$ cat src/rtl/memristor_bank_if.sv
// Command/response handshake bundle for memristor_bank.
// master drives commands and accepts responses; slave is the bank.
interface memristor_bank_if #(
  parameter int unsigned ADDR_W  = 2,
  parameter int unsigned VIN_W   = 8,
  parameter int unsigned G_W     = 32,
  parameter int unsigned PULSE_W = 8
);
  logic                      cmd_valid;
  logic                      cmd_ready;
  logic [ADDR_W-1:0]         cmd_addr;
  logic signed [VIN_W-1:0]   cmd_vin;
  logic [PULSE_W-1:0]        cmd_pulses;
  logic                      rsp_valid;
  logic                      rsp_ready;
  logic [G_W-1:0]            rsp_g;
  logic                      rsp_err;

  modport master (
    output cmd_valid, cmd_addr, cmd_vin, cmd_pulses, rsp_ready,
    input  cmd_ready, rsp_valid, rsp_g, rsp_err
  );

  modport slave (
    input  cmd_valid, cmd_addr, cmd_vin, cmd_pulses, rsp_ready,
    output cmd_ready, rsp_valid, rsp_g, rsp_err
  );
endinterface

$ cat src/rtl/memristor_bank.sv
// Bank of NUM_CELLS memristor conductance emulators behind a valid/ready
// command port. Cells are seeded at reset with G_INIT plus LFSR mismatch.
// Optional feature macro: MEMRISTOR_WINDOW_EN (halves SET/RESET steps near
// the conductance rails).
module memristor_bank #(
  parameter int unsigned NUM_CELLS     = 4,
  parameter int unsigned ADDR_W        = (NUM_CELLS > 1) ? $clog2(NUM_CELLS) : 1,
  parameter int unsigned VIN_W         = 8,
  parameter int unsigned G_W           = 32,
  parameter int unsigned PULSE_W       = 8,
  parameter int unsigned G_MIN         = 1000,
  parameter int unsigned G_MAX         = 100000,
  parameter int unsigned G_INIT        = 10000,
  parameter int unsigned VTH_POS       = 1,
  parameter int unsigned VTH_NEG       = 1,
  parameter int unsigned K_UP          = 100,
  parameter int unsigned K_DN          = 100,
  parameter int unsigned MISMATCH_BITS = 4,
  parameter logic [15:0] SEED          = 16'hACE1
) (
  input  logic               clk,
  input  logic               reset,
  memristor_bank_if.slave    bus,
  output logic               busy
);

  localparam int unsigned IdxW = (NUM_CELLS > 1) ? $clog2(NUM_CELLS) : 1;
  localparam int unsigned EW   = G_W + VIN_W + 1;
  localparam logic [15:0] MisMask = 16'((32'd1 << MISMATCH_BITS) - 32'd1);

  localparam logic signed [EW-1:0] VthPosE = EW'(VTH_POS);
  localparam logic signed [EW-1:0] VthNegE = EW'(VTH_NEG);
  localparam logic signed [EW-1:0] KUpE    = EW'(K_UP);
  localparam logic signed [EW-1:0] KDnE    = EW'(K_DN);
  localparam logic signed [EW-1:0] GMinE   = EW'(G_MIN);
  localparam logic signed [EW-1:0] GMaxE   = EW'(G_MAX);
`ifdef MEMRISTOR_WINDOW_EN
  localparam int unsigned          Quarter = (G_MAX - G_MIN) / 4;
  localparam logic signed [EW-1:0] WinHiE  = EW'(G_MAX - Quarter);
  localparam logic signed [EW-1:0] WinLoE  = EW'(G_MIN + Quarter);
`endif

  typedef enum logic [1:0] {StInit, StIdle, StApply, StResp} state_e;

  state_e                  state_q, state_d;
  logic [IdxW-1:0]         init_idx_q, init_idx_d;
  logic [15:0]             lfsr_q, lfsr_d;
  logic [IdxW-1:0]         addr_q, addr_d;
  logic signed [VIN_W-1:0] vin_q, vin_d;
  logic [PULSE_W-1:0]      pulses_q, pulses_d;
  logic [G_W-1:0]          rsp_g_q, rsp_g_d;
  logic                    rsp_err_q, rsp_err_d;
  logic [G_W-1:0]          cells_q [NUM_CELLS];
  logic [G_W-1:0]          cells_d [NUM_CELLS];

  logic                    cmd_in_range;
  logic [IdxW-1:0]         cmd_idx;
  logic [15:0]             lfsr_next;
  logic signed [EW-1:0]    g_ext, v_ext, step, g_upd_ext;
  logic [G_W-1:0]          g_upd;

  assign cmd_in_range = 32'(bus.cmd_addr) < NUM_CELLS;
  assign cmd_idx      = IdxW'(bus.cmd_addr);
  // Galois right-shift form of x^16+x^14+x^13+x^11
  assign lfsr_next    = {1'b0, lfsr_q[15:1]} ^ (lfsr_q[0] ? 16'hB400 : 16'h0000);

  // One conductance step of the latched cell, computed wide so clamping never sees a wrap
  always_comb begin
    g_ext     = EW'(cells_q[addr_q]);
    v_ext     = EW'(vin_q);
    step      = '0;
    g_upd_ext = g_ext;
    if (v_ext > VthPosE) begin
      step = (v_ext - VthPosE) * KUpE;
`ifdef MEMRISTOR_WINDOW_EN
      if (g_ext >= WinHiE) step = step >>> 1;
`endif
      g_upd_ext = g_ext + step;
      if (g_upd_ext > GMaxE) g_upd_ext = GMaxE;
    end else if (v_ext < -VthNegE) begin
      step = (-v_ext - VthNegE) * KDnE;
`ifdef MEMRISTOR_WINDOW_EN
      if (g_ext <= WinLoE) step = step >>> 1;
`endif
      g_upd_ext = g_ext - step;
      if (g_upd_ext < GMinE) g_upd_ext = GMinE;
    end
    g_upd = G_W'(g_upd_ext);
  end

  // Next-state logic: cell initialisation, command accept, pulse application, response hold
  always_comb begin
    state_d    = state_q;
    init_idx_d = init_idx_q;
    lfsr_d     = lfsr_q;
    addr_d     = addr_q;
    vin_d      = vin_q;
    pulses_d   = pulses_q;
    rsp_g_d    = rsp_g_q;
    rsp_err_d  = rsp_err_q;
    cells_d    = cells_q;
    unique case (state_q)
      StInit: begin
        cells_d[init_idx_q] = G_W'(G_INIT) + G_W'(lfsr_q & MisMask);
        lfsr_d = lfsr_next;
        if (init_idx_q == IdxW'(NUM_CELLS - 1)) begin
          state_d = StIdle;
        end else begin
          init_idx_d = IdxW'(init_idx_q + 1'b1);
        end
      end
      StIdle: begin
        if (bus.cmd_valid) begin
          addr_d   = cmd_idx;
          vin_d    = bus.cmd_vin;
          pulses_d = bus.cmd_pulses;
          if (!cmd_in_range) begin
            rsp_g_d   = '0;
            rsp_err_d = 1'b1;
            state_d   = StResp;
          end else if (bus.cmd_pulses == '0) begin
            rsp_g_d   = cells_q[cmd_idx];
            rsp_err_d = 1'b0;
            state_d   = StResp;
          end else begin
            state_d = StApply;
          end
        end
      end
      StApply: begin
        cells_d[addr_q] = g_upd;
        pulses_d        = pulses_q - PULSE_W'(1);
        if (pulses_q == PULSE_W'(1)) begin
          rsp_g_d   = g_upd;
          rsp_err_d = 1'b0;
          state_d   = StResp;
        end
      end
      StResp: begin
        if (bus.rsp_ready) state_d = StIdle;
      end
      default: state_d = StInit;
    endcase
  end

  // State registers; reset restarts initialisation and drops any in-flight response
  always_ff @(posedge clk or posedge reset) begin
    if (reset) begin
      state_q    <= StInit;
      init_idx_q <= '0;
      lfsr_q     <= SEED;
      addr_q     <= '0;
      vin_q      <= '0;
      pulses_q   <= '0;
      rsp_g_q    <= '0;
      rsp_err_q  <= 1'b0;
      for (int i = 0; i < int'(NUM_CELLS); i++) cells_q[i] <= '0;
    end else begin
      state_q    <= state_d;
      init_idx_q <= init_idx_d;
      lfsr_q     <= lfsr_d;
      addr_q     <= addr_d;
      vin_q      <= vin_d;
      pulses_q   <= pulses_d;
      rsp_g_q    <= rsp_g_d;
      rsp_err_q  <= rsp_err_d;
      cells_q    <= cells_d;
    end
  end

  assign bus.cmd_ready = (state_q == StIdle);
  assign bus.rsp_valid = (state_q == StResp);
  assign bus.rsp_g     = rsp_g_q;
  assign bus.rsp_err   = rsp_err_q;
  assign busy          = (state_q != StIdle);

endmodule

$ cat src/flat_wrapper.sv
// flat-port wrapper written by rule: the top's interface ports become plain ports
module memristor_bank_flat 
#(
  parameter int unsigned NUM_CELLS     = 4,
  parameter int unsigned ADDR_W        = (NUM_CELLS > 1) ? $clog2(NUM_CELLS) : 1,
  parameter int unsigned VIN_W         = 8,
  parameter int unsigned G_W           = 32,
  parameter int unsigned PULSE_W       = 8,
  parameter int unsigned G_MIN         = 1000,
  parameter int unsigned G_MAX         = 100000,
  parameter int unsigned G_INIT        = 10000,
  parameter int unsigned VTH_POS       = 1,
  parameter int unsigned VTH_NEG       = 1,
  parameter int unsigned K_UP          = 100,
  parameter int unsigned K_DN          = 100,
  parameter int unsigned MISMATCH_BITS = 4,
  parameter logic [15:0] SEED          = 16'hACE1
)
  (clk, reset, busy, bus_cmd_valid, bus_cmd_addr, bus_cmd_vin, bus_cmd_pulses, bus_rsp_ready, bus_cmd_ready, bus_rsp_valid, bus_rsp_g, bus_rsp_err);
  memristor_bank_if #(.ADDR_W(ADDR_W), .VIN_W(VIN_W), .G_W(G_W), .PULSE_W(PULSE_W)) bus_i ();
  input  logic clk;
  input  logic reset;
  output logic busy;
  input wire logic [$bits(bus_i.cmd_valid)-1:0] bus_cmd_valid;
  input wire logic [$bits(bus_i.cmd_addr)-1:0] bus_cmd_addr;
  input wire logic [$bits(bus_i.cmd_vin)-1:0] bus_cmd_vin;
  input wire logic [$bits(bus_i.cmd_pulses)-1:0] bus_cmd_pulses;
  input wire logic [$bits(bus_i.rsp_ready)-1:0] bus_rsp_ready;
  output wire logic [$bits(bus_i.cmd_ready)-1:0] bus_cmd_ready;
  output wire logic [$bits(bus_i.rsp_valid)-1:0] bus_rsp_valid;
  output wire logic [$bits(bus_i.rsp_g)-1:0] bus_rsp_g;
  output wire logic [$bits(bus_i.rsp_err)-1:0] bus_rsp_err;
  assign bus_i.cmd_valid = bus_cmd_valid;
  assign bus_i.cmd_addr = bus_cmd_addr;
  assign bus_i.cmd_vin = bus_cmd_vin;
  assign bus_i.cmd_pulses = bus_cmd_pulses;
  assign bus_i.rsp_ready = bus_rsp_ready;
  assign bus_cmd_ready = bus_i.cmd_ready;
  assign bus_rsp_valid = bus_i.rsp_valid;
  assign bus_rsp_g = bus_i.rsp_g;
  assign bus_rsp_err = bus_i.rsp_err;
  memristor_bank #(.NUM_CELLS(NUM_CELLS), .ADDR_W(ADDR_W), .VIN_W(VIN_W), .G_W(G_W), .PULSE_W(PULSE_W), .G_MIN(G_MIN), .G_MAX(G_MAX), .G_INIT(G_INIT), .VTH_POS(VTH_POS), .VTH_NEG(VTH_NEG), .K_UP(K_UP), .K_DN(K_DN), .MISMATCH_BITS(MISMATCH_BITS), .SEED(SEED)) u_core (.clk(clk), .reset(reset), .bus(bus_i), .busy(busy));
endmodule
$ cat config.mk
export PLATFORM = sky130hd
export DESIGN_NAME = memristor_bank_flat
export DESIGN_NICKNAME = d
export VERILOG_FILES = /design/src/rtl/memristor_bank_if.sv /design/src/rtl/memristor_bank.sv /design/src/flat_wrapper.sv
export SDC_FILE = /design/constraint.sdc
export NUM_CORES = 1
export LEC_CHECK = 0
export BUFFER_PORTS_ARGS = -buffer_cell sky130_fd_sc_hd__buf_2
export CORE_UTILIZATION = 38
export CTS_BUF_LIST = sky130_fd_sc_hd__clkbuf_8
export DETAILED_ROUTE_END_ITERATION = 8
export SETUP_SLACK_MARGIN = 0.3
export SLEW_MARGIN = 5
export SYNTH_ARGS = -nofsm -noshare
export SYNTH_HDL_FRONTEND = slang
export SYNTH_SLANG_ARGS = --single-unit
export TNS_END_PERCENT = 30
$ cat constraint.sdc
create_clock -name clk -period 21.6 [get_ports clk]
set_input_delay 1.08 -clock clk [delete_from_list [all_inputs] [get_ports clk]]
set_output_delay 1.08 -clock clk [all_outputs]
set_load 0.03 [all_outputs]
==> flow_summary.toml <==
[clock_tree]
cts_hold_buffers = 0
tritoncts = "done"
post_cts_buffers = 0
numCtsBuffers = 17
clk_latency_ns = 0.52
cts-resized-gates = 0
clkTransAtPathRegs_ns = 0.12
htree_levels = 4
clock_path_buffers = 2
clock-sinks = 198
cts-root-buf = "clkbuf_8"

[worst_setup_path]
cp_top_family = "compound AO/OA/AOI/OAI gates"
crit_buf_inv = 1
worst_setup_path_start_kind = "flop"
path_max_fanout = 23
crit_arrival_ns = 9.97
cp_slowest_stage_delay_ns = 0.83
critical-path-slowest-cell = "nand2_1"
crit_type = "flop to flop"
cp-end-kind = "flop"
cpMostUsedCell = "ha_1"
required_ns = 22.02

[floorplanning]
core_um2 = 46600
dieWidth_um = 219
fp.dieH_um = 219
dieArea_um2 = 48100
rows = 79
initial_core_util_pct = 38.5
ioPinCount = 58

[synthesis]
synthArstFlopShare_pct = 100
synth_area_leaders = "dfrtp_1, ha_1, mux4_2, a21oi_1, nand2_1"
synth_edf_count = 0
synth_common_cells = "dfrtp_1, nand2_1, a21oi_1, nor2_1, ha_1"
syn_area_per_cell_um2 = 8.86
synth_top_area_cell = "dfrtp_1"
synth.cell_area_um2 = 17900
synth.most_common_cell = "dfrtp_1"
ys_warn_count = 0
synth-main-ff-cell = "dfrtp_1"
synth_top_area_share_pct = 26.5
synth_fp_nets = 2209
synth.distinct_cells = 89
synth_cells = 2026
ys_seq_elements = 198
seq_area_frac_synth_pct = 27.7

[place]
place_congestion = 1.00
dp_hpwl_mm = 47.2
port_buffers = 56
pre_cts_ws_ns = 12.29
dpl.cell_count = 2585
place_area_um2 = 18700

[routing]
drt-total-wl_mm = 64.9
dr.pass1.iters = 5
vias_per_cell = 6.54
drt_iter0_markers = 1957
drc = 0
drtAntennaViolNets = 0
wl_per_cell_um = 24.8
vias = 17111

[global_routing]
grt_max_degree = 130
grtUsageTotal_pct = 27.3
grt_pass1_wl_mm = 100
antenna_found_initial = 0
grt-ovfl-total = 0
grt_pass1_vias = 16819

[sta]
finalHoldViolCount = 0
slew_headroom_pct = 25.5
max_freq_mhz = 105
setup_viol = 0
rsz0062_at_grt = "false"
worst_pin_slew_ns = 1.12
finalCriticalPeriod_ns = 9.55
setup_slack_ns = 12.05
min_period_over_period_pct = 44.2
setup_tns_ns = 0
fin_skew_ns = 0.0209
final-max-slew-violation-count = 0

[run]
drv_cap = 0

[finish]
layout-drive-gt1-share_pct = 13.4
syn_to_final_growth_pct = 6.60
fin_cells = 2617
final_nets = 2180
final_area_um2 = 19100
antenna_cells = 0

[run_status]
outcome = "finished, final reports clean"

[min_path]
hold_path_class = "flop to flop"
cell type report:
type / count / area (um^2)
sequential: 198 / 4970
fill: 4587 / 27400
multi-input combinational: 1613 / 12200
clock inverter: 14 / 174
clock buffer: 18 / 248
tap: 607 / 759
timing repair buffer: 81 / 468
inverter: 86 / 330
tightest hold or removal path, delay by kind of cell (launching register included):
family / cells / cell delay [ns]
flip-flops: 1 / 0.36
AO/OA/AOI/OAI: 1 / 0.06
AND/OR/NAND/NOR: 1 / 0.04
cell usage in the layout, fill, tap and decap left out, drive strengths merged, types with 16 or more instances in the layout:
cell type,netlist,layout
a31oi,35,35
and3,23,23
clkbuf,102,18
buf,27,81
nor2,153,153
nand2,174,174
o211ai,16,16
xor2,24,24
or3,26,26
xnor2,38,38
or2,16,16
inv,85,92
mux4,64,64
a21o,26,26
dfrtp,190,190
nand4,50,50
ha,148,148
a22oi,20,20
a211oi,18,18
mux2i,18,18
o21a,23,23
mux2,28,28
nand2b,18,18
o21ai,132,132
a221o,58,58
nor3,78,78
a21oi,163,163
a22o,19,19
nand3,33,33
worst paths after layout:
check                           depth (start not counted)                    to  slack, ns            startpoint
min in group asynchronous                               2    u_core.cells_q[94]       0.66                 reset
worst min register to register                          2  u_core.bus.rsp_g[13]       0.49  u_core.bus.rsp_g[13]
worst min-delay path                                    2  u_core.bus.rsp_g[13]       0.49  u_core.bus.rsp_g[13]
worst max register to register                         25  u_core.bus.rsp_g[15]      12.05       u_core.vin_q[7]
worst max-delay path                                   25  u_core.bus.rsp_g[15]      12.05       u_core.vin_q[7]
max in group asynchronous                               3      u_core.addr_q[0]      19.26                 reset
state kept, by name (all words and copies together), names as in the netlist:
register and count:
u_core.bus.rsp_g 32, u_core.vin_q 8, u_core.init_idx_q 2, u_core.cells_q 128
u_core.state_q 2, u_core.addr_q 2, u_core.pulses_q 8, u_core.lfsr_q 16
metal layers:
| layer | GRT usage [%] | share of wire [%] |
|---|---|---|
| met1 | 37.5 | 42 |
| met2 | 43.1 | 46 |
| met3 | 4.31 | 8.8 |
| met4 | 10.2 | 3.2 |
| met5 | 0 | 0 |
stage by stage:
stage,hold WS [ns],util (%)
finish,0.494,41.1
global route,0.534,41.1
CTS,0.500,41.1
detailed placement,0.475,40.2
global placement,0.464,40.2
floorplan,0.461,-
kinds of logic after synthesis:
kind of cell	after synthesis	share of synthesized area [%]
simple gates	644	17.8
flops	198	27.7
compound gates	635	24.2
buf+inv	215	4.81
other cells	1	0.0209
xor+xnor	62	3.03
mux	110	10.8
fa+ha+maj	161	11.8
Power is left out: the tool's default activity adds up to more than one toggle a clock period on the data nets, which glitch-free logic cannot reach.
